$ cat src/rtl/sextium_avalon_fifo_slave_if.sv
// Avalon-MM bus bundle between the Sextium III I/O master and the FIFO slave.
interface sextium_avalon_fifo_slave_if;
  logic [31:0] address;
  logic        read;
  logic [15:0] readdata;
  logic        write;
  logic [15:0] writedata;
  logic        waitrequest;

  modport master (output address, read, write, writedata, input readdata, waitrequest);
  modport slave  (input address, read, write, writedata, output readdata, waitrequest);
endinterface

$ cat src/rtl/sextium_avalon_fifo_slave.sv
// Avalon-MM FIFO slave: RX (stream -> bus) and TX (bus -> stream) FWFT FIFOs with waitrequest stalls.
// Optional status register at STATUS_ADDR when SEXTIUM_FIFO_STATUS_EN is defined.
module sextium_avalon_fifo_slave_fifo #(
  parameter int unsigned DEPTH_LOG2 = 4,
  parameter int unsigned W          = 16
) (
  input  logic                clk,
  input  logic                rst_n,
  input  logic                push,
  input  logic                pop,
  input  logic [W-1:0]        wdata,
  output logic [W-1:0]        head,
  output logic [DEPTH_LOG2:0] count
);
  logic [W-1:0]          mem [2**DEPTH_LOG2];
  logic [DEPTH_LOG2-1:0] wr_ptr, rd_ptr;

  always_ff @(posedge clk)
    if (push) mem[wr_ptr] <= wdata;

  // Caller guarantees no push when full and no pop when empty.
  always_ff @(posedge clk or negedge rst_n) begin
    if (!rst_n) begin
      wr_ptr <= '0;
      rd_ptr <= '0;
      count  <= '0;
    end else begin
      if (push) wr_ptr <= wr_ptr + 1'b1;
      if (pop)  rd_ptr <= rd_ptr + 1'b1;
      case ({push, pop})
        2'b10:   count <= count + 1'b1;
        2'b01:   count <= count - 1'b1;
        default: ;
      endcase
    end
  end

  assign head = mem[rd_ptr];
endmodule

module sextium_avalon_fifo_slave #(
  parameter logic [31:0] READ_FIFO_ADDR  = 32'h200006,
  parameter logic [31:0] WRITE_FIFO_ADDR = 32'h200008,
`ifdef SEXTIUM_FIFO_STATUS_EN
  parameter logic [31:0] STATUS_ADDR     = 32'h20000A,
`endif
  parameter int unsigned DEPTH_LOG2      = 4
) (
  input  logic                       clk,
  input  logic                       reset,
  sextium_avalon_fifo_slave_if.slave bus,
  input  logic [15:0]                in_data,
  input  logic                       in_valid,
  output logic                       in_ready,
  output logic [15:0]                out_data,
  output logic                       out_valid,
  input  logic                       out_ready
);
  localparam int RX = 0;
  localparam int TX = 1;

  logic [1:0]               push, pop, empty, full;
  logic [1:0][15:0]         wdata, head;
  logic [1:0][DEPTH_LOG2:0] count;
  logic                     rd_rx, wr_tx;

  for (genvar i = 0; i < 2; i++) begin : g_fifo
    sextium_avalon_fifo_slave_fifo #(.DEPTH_LOG2(DEPTH_LOG2), .W(16)) u_fifo (
      .clk   (clk),
      .rst_n (reset),
      .push  (push[i]),
      .pop   (pop[i]),
      .wdata (wdata[i]),
      .head  (head[i]),
      .count (count[i])
    );
    assign empty[i] = (count[i] == '0);
    assign full[i]  = count[i][DEPTH_LOG2];
  end

  // A concurrent read beats a write; the write is simply ignored.
  assign rd_rx = bus.read & (bus.address == READ_FIFO_ADDR);
  assign wr_tx = bus.write & ~bus.read & (bus.address == WRITE_FIFO_ADDR);

  assign bus.waitrequest = (rd_rx & empty[RX]) | (wr_tx & full[TX]);

  assign in_ready  = ~full[RX];
  assign push[RX]  = in_valid & ~full[RX];
  assign wdata[RX] = in_data;
  assign pop[RX]   = rd_rx & ~empty[RX];

  assign push[TX]  = wr_tx & ~full[TX];
  assign wdata[TX] = bus.writedata;
  assign out_valid = ~empty[TX];
  assign pop[TX]   = out_valid & out_ready;
  assign out_data  = empty[TX] ? 16'h0000 : head[TX];

`ifdef SEXTIUM_FIFO_STATUS_EN
  logic        st_rd;
  logic [15:0] status;
  assign st_rd  = bus.read & (bus.address == STATUS_ADDR);
  assign status = {8'(count[RX]), 4'b0000, empty[TX], full[RX], ~full[TX], ~empty[RX]};
`endif

  always_comb begin
    bus.readdata = 16'h0000;
    if (pop[RX]) bus.readdata = head[RX];
`ifdef SEXTIUM_FIFO_STATUS_EN
    else if (st_rd) bus.readdata = status;
`endif
  end
endmodule
$ cat src/flat_wrapper.sv
// flat-port wrapper written by rule: the top's interface ports become plain ports
module sextium_avalon_fifo_slave_flat 
#(
  parameter logic [31:0] READ_FIFO_ADDR  = 32'h200006,
  parameter logic [31:0] WRITE_FIFO_ADDR = 32'h200008,

  parameter int unsigned DEPTH_LOG2      = 4
)
  (clk, reset, in_data, in_valid, in_ready, out_data, out_valid, out_ready, bus_address, bus_read, bus_write, bus_writedata, bus_readdata, bus_waitrequest);
  sextium_avalon_fifo_slave_if bus_i ();
  input  logic clk;
  input  logic reset;
  input  logic [15:0] in_data;
  input  logic in_valid;
  output logic in_ready;
  output logic [15:0] out_data;
  output logic out_valid;
  input  logic out_ready;
  input wire logic [$bits(bus_i.address)-1:0] bus_address;
  input wire logic [$bits(bus_i.read)-1:0] bus_read;
  input wire logic [$bits(bus_i.write)-1:0] bus_write;
  input wire logic [$bits(bus_i.writedata)-1:0] bus_writedata;
  output wire logic [$bits(bus_i.readdata)-1:0] bus_readdata;
  output wire logic [$bits(bus_i.waitrequest)-1:0] bus_waitrequest;
  assign bus_i.address = bus_address;
  assign bus_i.read = bus_read;
  assign bus_i.write = bus_write;
  assign bus_i.writedata = bus_writedata;
  assign bus_readdata = bus_i.readdata;
  assign bus_waitrequest = bus_i.waitrequest;
  sextium_avalon_fifo_slave #(.READ_FIFO_ADDR(READ_FIFO_ADDR), .WRITE_FIFO_ADDR(WRITE_FIFO_ADDR), .DEPTH_LOG2(DEPTH_LOG2)) u_core (.clk(clk), .reset(reset), .bus(bus_i), .in_data(in_data), .in_valid(in_valid), .in_ready(in_ready), .out_data(out_data), .out_valid(out_valid), .out_ready(out_ready));
endmodule
$ cat config.mk
export PLATFORM = sky130hd
export DESIGN_NAME = sextium_avalon_fifo_slave_flat
export DESIGN_NICKNAME = d
export VERILOG_FILES = /design/src/rtl/sextium_avalon_fifo_slave_if.sv /design/src/rtl/sextium_avalon_fifo_slave.sv /design/src/flat_wrapper.sv
export SDC_FILE = /design/constraint.sdc
export NUM_CORES = 1
export LEC_CHECK = 0
export ABC_AREA = 1
export CORE_MARGIN = 5
export CORE_UTILIZATION = 30
export DETAILED_ROUTE_END_ITERATION = 16
export PLACE_DENSITY_LB_ADDON = 0.2
export SYNTH_ARGS = -nofsm -noshare
export SYNTH_HDL_FRONTEND = slang
export SYNTH_SLANG_ARGS = --single-unit
$ cat constraint.sdc
create_clock -name clk -period 2.9 [get_ports clk]
set_clock_uncertainty 0.2 [all_clocks]
set_input_delay 0.58 -clock clk [delete_from_list [all_inputs] [get_ports clk]]
set_output_delay 0.58 -clock clk [all_outputs]
set_load 0.1 [all_outputs]
* Word level (Yosys, flattened, before mapping)
Memories as Yosys holds them, arrays and structs flattened.
Cells that the tools add are included.
** Storage, ports and cells
- Memories kept :: 2
- Bits in writable memories :: 512
- Input port bits :: 70
- Flip-flop bits (word level) :: 26
- Output and inout bits :: 35
** Cells by class
- Bitwise gates (word level) :: 15
- Reduce and logical (&&, ||, !) cells :: 4
- Eq/ne operators :: 6
- Mux-type cells :: 8
- $add $sub $neg :: 8
** Memory list
- u_core.g_fifo[0].u_fifo.mem :: words 16, width 16, rd ports 1, clocked after Yosys merged registers in 0, write ports 1, line sextium_avalon_fifo_slave.sv:15 : logic [W-1:0] mem [2**DEPTH_LOG2];
- u_core.g_fifo[1].u_fifo.mem :: words 16, width 16, rd ports 1, clocked after Yosys merged registers in 0, write ports 1, line sextium_avalon_fifo_slave.sv:15
** Operator list (count)
- 32-bit by 22-bit == test with 1-bit output, second input constant :: 2
- 16-bit 2-to-1 mux :: 2
- 5-bit one-hot mux with 2 select lines :: 2
- 4-bit by 1-bit adder with 4-bit output, second input constant :: 4
- 5-bit by 1-bit adder with 5-bit output, second input constant :: 2
- 5-bit zero test :: 2
- 5-bit by 1-bit subtractor with 5-bit output, second input constant :: 2
- 1-bit AND :: 9
- 1-bit NOT :: 5
- 2-bit by 1-bit == test with 1-bit output, second input constant :: 2
- 2-bit == test, second input constant :: 2
- 1-bit 2-to-1 mux :: 4
- 2-bit nonzero test :: 2
- 1-bit OR :: 1

* Longest topological paths before layout
- Depth after elaboration :: 6
- Depth in mapped cells :: 17
- Gate-level depth less buffers :: 17

* By module
Synthesis repeated with hierarchy kept, for this count alone.
** Unflattened totals
- Cells, all modules :: 1975
- Area, all modules :: 22914.5 um^2
** By module, submodules not included
- sextium_avalon_fifo_slave_fifo :: times used 2, cells an instance 916, seq. area each 8012.7 um^2, area each 11145.7 um^2
- sextium_avalon_fifo_slave :: times used 1, cells an instance 143, seq. area each 0.0 um^2, area each 623.1 um^2

* Worst setup path after synthesis
No wires, ideal clock.
- Path type :: reg-to-output
- Start point :: reg u_core.g_fifo[0].u_fifo.count[4]
- End point :: out bus_waitrequest
- Cell stages (with the launch flop) :: 4
- Path slack :: -1.501 ns
- Required time :: 2.120 ns
- Path buffers :: 0
- Data arrival time :: 3.621 ns
- Cells stage by stage :: dfrtp_1 -> inv_1 -> nand3_1 -> o31ai_1
** On the way
- Word-level cells in the longest chain between the ends :: 3
** RTL lines
- from (decl) :: line sextium_avalon_fifo_slave.sv:13 : output logic [DEPTH_LOG2:0] count
- from (signal assigned) :: line sextium_avalon_fifo_slave.sv:31 : 2'b10: count <= count + 1'b1;
- from (signal assigned) :: line sextium_avalon_fifo_slave.sv:32 : 2'b01: count <= count - 1'b1;
- 5-bit zero test :: line sextium_avalon_fifo_slave.sv:77 : assign empty[i] = (count[i] == '0);
- 1-bit AND :: line sextium_avalon_fifo_slave.sv:85 : assign bus.waitrequest = (rd_rx & empty[RX]) | (wr_tx & full[TX]);
- 1-bit OR :: line sextium_avalon_fifo_slave.sv:85
- to (decl) :: line flat_wrapper.sv:24 : output wire logic [$bits(bus_i.waitrequest)-1:0] bus_waitrequest;
Every way passes these cells.

* Final worst setup path
- Start point :: reg u_core.g_fifo[1].u_fifo.rd_ptr[0]
- End point :: out out_data[9]
** On the way
- Word-level cells in the longest chain between the ends :: 2
** RTL lines
- from (decl) :: line sextium_avalon_fifo_slave.sv:16 : logic [DEPTH_LOG2-1:0] wr_ptr, rd_ptr;
- from (signal assigned) :: line sextium_avalon_fifo_slave.sv:29 : if (pop) rd_ptr <= rd_ptr + 1'b1;
- memory 16 x 16 bit
- 16-bit 2-to-1 mux :: line sextium_avalon_fifo_slave.sv:96 : assign out_data = empty[TX] ? 16'h0000 : head[TX];
- to (decl) :: line flat_wrapper.sv:16 : output logic [15:0] out_data;
Every way passes these cells.

==> impl_metrics.yaml <==
status:
  outcome: "finished, violations left"
  violations: "setup timing"
synthesis:
  syn_avg_cell_area_sq_um: 11.5
  synth.most_common_cell: "nand2_1"
  synthCells: 1961
  ys_types: 29
  synth.largest_area_cell: "edfxtp_1"
  ys_seq_area_share_pct: 71.3
  ys_warn_count: 0
  synth_nets: 2049
  synth_area_leaders: "edfxtp_1 68%, nand2_1 11%, nand3_1 9.1%"
  async_reset_ff_share_pct: 4.83
  synth.ff_latch_count: 538
  synthFlopType: "edfxtp_1"
  synth_top_cell_area_share_pct: 68.4
  synth-edff-count: 512
  syn-cell-area_sq_um: 22500
  synthTopCellsByCount: "653 x nand2_1, 512 x edfxtp_1, 411 x nand3_1"
min_path:
  min-delay-path-class: "primary input to asynchronous set/reset pin"
sta:
  final_max_slew_viol_count: 0
  min_period_ns: 3.15
  hold_viol: 0
  finalSetupViolCount: 32
  max_slew.worst_pin.slew_ns: 0.774
  fmax_mhz: 317
  slew-limit-headroom_pct: 48.2
  postLayoutSetupSlackWorst_ns: -0.253
  fin_crit_sh_pct: 109
  grt_setup_unrepaired: "yes"
  setup_tns_ns: -5.83
global_routing:
  grt_first_pass_wirelength_mm: 96.4
  grt_overflow_total: 0
  antenna_found_initial: 1
  grt_max_degree: 75
  first_global_vias: 15500
  track_usage_pct: 15.3
drt:
  wirelength_mm: 67.3
  drt_iter0_markers: 1119
  vias: 15600
  postRouteAntennaNets: 0
  route.detailed.drc: 0
  drt-pass1-iter-count: 5
  viasPerCell: 4.86
  wl_per_cell_um: 21.0
clock_tree:
  cts.sink_count: 538
  cts_buffer_depth: 3
  clk_pin_slew_ns: 0.06
  cts_tree: "done"
  hold_buffers: 0
  htree_levels: 2
  cts_made_buffers: 58
  cts_root_buffer: "clkbuf_16"
  clock_latency_ns: 0.61
cells_and_area:
  layout-drive-gt1-share_pct: 25.3
  final_util_pct: 40.8
  synthToLayoutAreaGrowth_pct: 35.0
  fin_cells: 3202
  antennaDiodeCount: 0
  final_nets: 2274
critical_path:
  path_max_fanout: 8
  r2r_slack_ns: 0.40
  critical_path_required_ns: 2.12
  timing.rr.end: "u_core.g_fifo[1].u_fifo.count[2]$_DFFE_PN0P_"
  start_kind: "register"
  worst-r2r-cell-count: 11
  r2r-start: "u_core.g_fifo[1].u_fifo.count[4]$_DFFE_PN0P_"
  worstSetupEndpointType: "output port"
  worstPathArrival_ns: 2.37
  path_class: "register to output port"
floorplan:
  die_w_um: 284
  die_y_um: 284
  std_cell_rows: 100
  core_area_sq_um: 74300
  die_area_sq_um: 80500
  initial_core_util_pct: 30.3
  io_pins: 105
pwr:
  peakVddDrop_v: 0.000429
  p_leak_nw: 11.2
  powerDensity_nw_per_um2: 656
placed_design:
  dp_hpwl_mm: 36.3
  placement.io_buffers: 104
  gp_congestion: 0.741
  placed_cells: 3034
flow_run:
  maxCapViolations: 0
[worst max-delay path, stage by stage (launching register included)]
cell,delay (ns)
dfrtp_4,0.50
buf_12,0.19
clkinv_16,0.09
clkbuf_16,0.15
nand2_4,0.04
nand3_2,0.06
nand3_2,0.07
nand2_2,0.08
nand2_2,0.06
a21oi_4,0.28
buf_12,0.21
[layout make-up]
class | count | area (sq um)
clock buffers | 72 | 1500
clock inverters | 35 | 359
fillers | 7029 | 44000
inverters | 42 | 198
multi-input cells | 1271 | 6960
flip-flops and latches | 538 | 16000
well taps | 969 | 1210
repair buffers | 272 | 4000
repair inverters | 3 | 76.3
[metal layers]
metal  vias to the layer above  wire (um)  track usage, %
met5                         -          0               0
met4                         0       1540            3.89
met3                       110       2460            2.06
met2                       342      34300            26.9
met1                      7785      28900            20.0
li1                       7331          -               -
[placed cells by master, fill, tap and decap left out, types with 25 or more instances in the layout]
cell             synthesis  layout
buf_12                   0      84
nand3_2                  1      96
clkbuf_16                0      77
inv_1                   34      31
a21oi_1                 66      25
nor2_1                  77      39
buf_4                   26      70
nand3_1                411     311
nand2_2                  1      78
clkdlybuf4s50_1          0      52
edfxtp_1               512     512
nand2_1                653     572
[through the flow]
step           worst slack [ns]  total power [mW]  cell area (sq um)  hold slack, ns
2_1_floorplan            -0.196              10.9              22800          0.0844
3_3_place_gp             -0.277              12.0              26200           0.300
3_5_place_dp             -0.350              12.1              26200           0.308
4_1_cts                  -0.267              19.5              28800           0.204
5_1_grt                  -0.331              20.7              30300           0.260
6_report                 -0.253              19.9              30300           0.202
[power breakdown]
part	internal, mW	switching [mW]	total (mW)
Combinational	1.26	2.22	3.49
Sequential	8.93	0.150	9.08
Clock	4.29	3.05	7.34
Total	14.5	5.43	19.9
[worst max-delay path by stage]
stage / endpoint / slack (ns) / from / cells after the start
2_1_floorplan: bus_waitrequest / -0.20 / u_core.g_fifo[0].u_fifo.count[4]$_DFFE_PN0P_ / 3
3_5_place_dp: u_core.g_fifo[1].u_fifo.count[2]$_DFFE_PN0P_ / -0.35 / bus_read / 13
3_3_place_gp: u_core.g_fifo[1].u_fifo.count[4]$_DFFE_PN0P_ / -0.28 / bus_read / 14
4_1_cts: out_data[5] / -0.27 / u_core.g_fifo[1].u_fifo.rd_ptr[0]$_DFFE_PN0P_ / 9
5_1_grt: out_data[1] / -0.33 / u_core.g_fifo[1].u_fifo.rd_ptr[0]$_DFFE_PN0P_ / 10
6_report: out_data[9] / -0.25 / u_core.g_fifo[1].u_fifo.rd_ptr[0]$_DFFE_PN0P_ / 10
[repair_timing]
item	in CTS	in global routing
endpoints found under the setup margin	33	33
gates cloned	8	30
setup buffers	15	10
pin swaps	24	106
gates resized for setup	93	217
[cell families after synthesis]
logic type | after synthesis | share of synthesized area, %
AND/OR/NAND/NOR | 1159 | 22.0
AO/OA/AOI/OAI | 77 | 1.77
flip-flops | 538 | 71.3
XOR/XNOR | 17 | 0.662
adder cells (fa/ha/maj) | 18 | 1.00
buffers and inverters | 152 | 3.33
[sequential cells by signal, indices dropped and copies added, names as in the netlist]
register and count:
u_core.g_fifo.u_fifo.wr_ptr 8, u_core.g_fifo.u_fifo.mem 512, u_core.g_fifo.u_fifo.rd_ptr 8, u_core.g_fifo.u_fifo.count 10
Power figures use the tool's default switching activity.
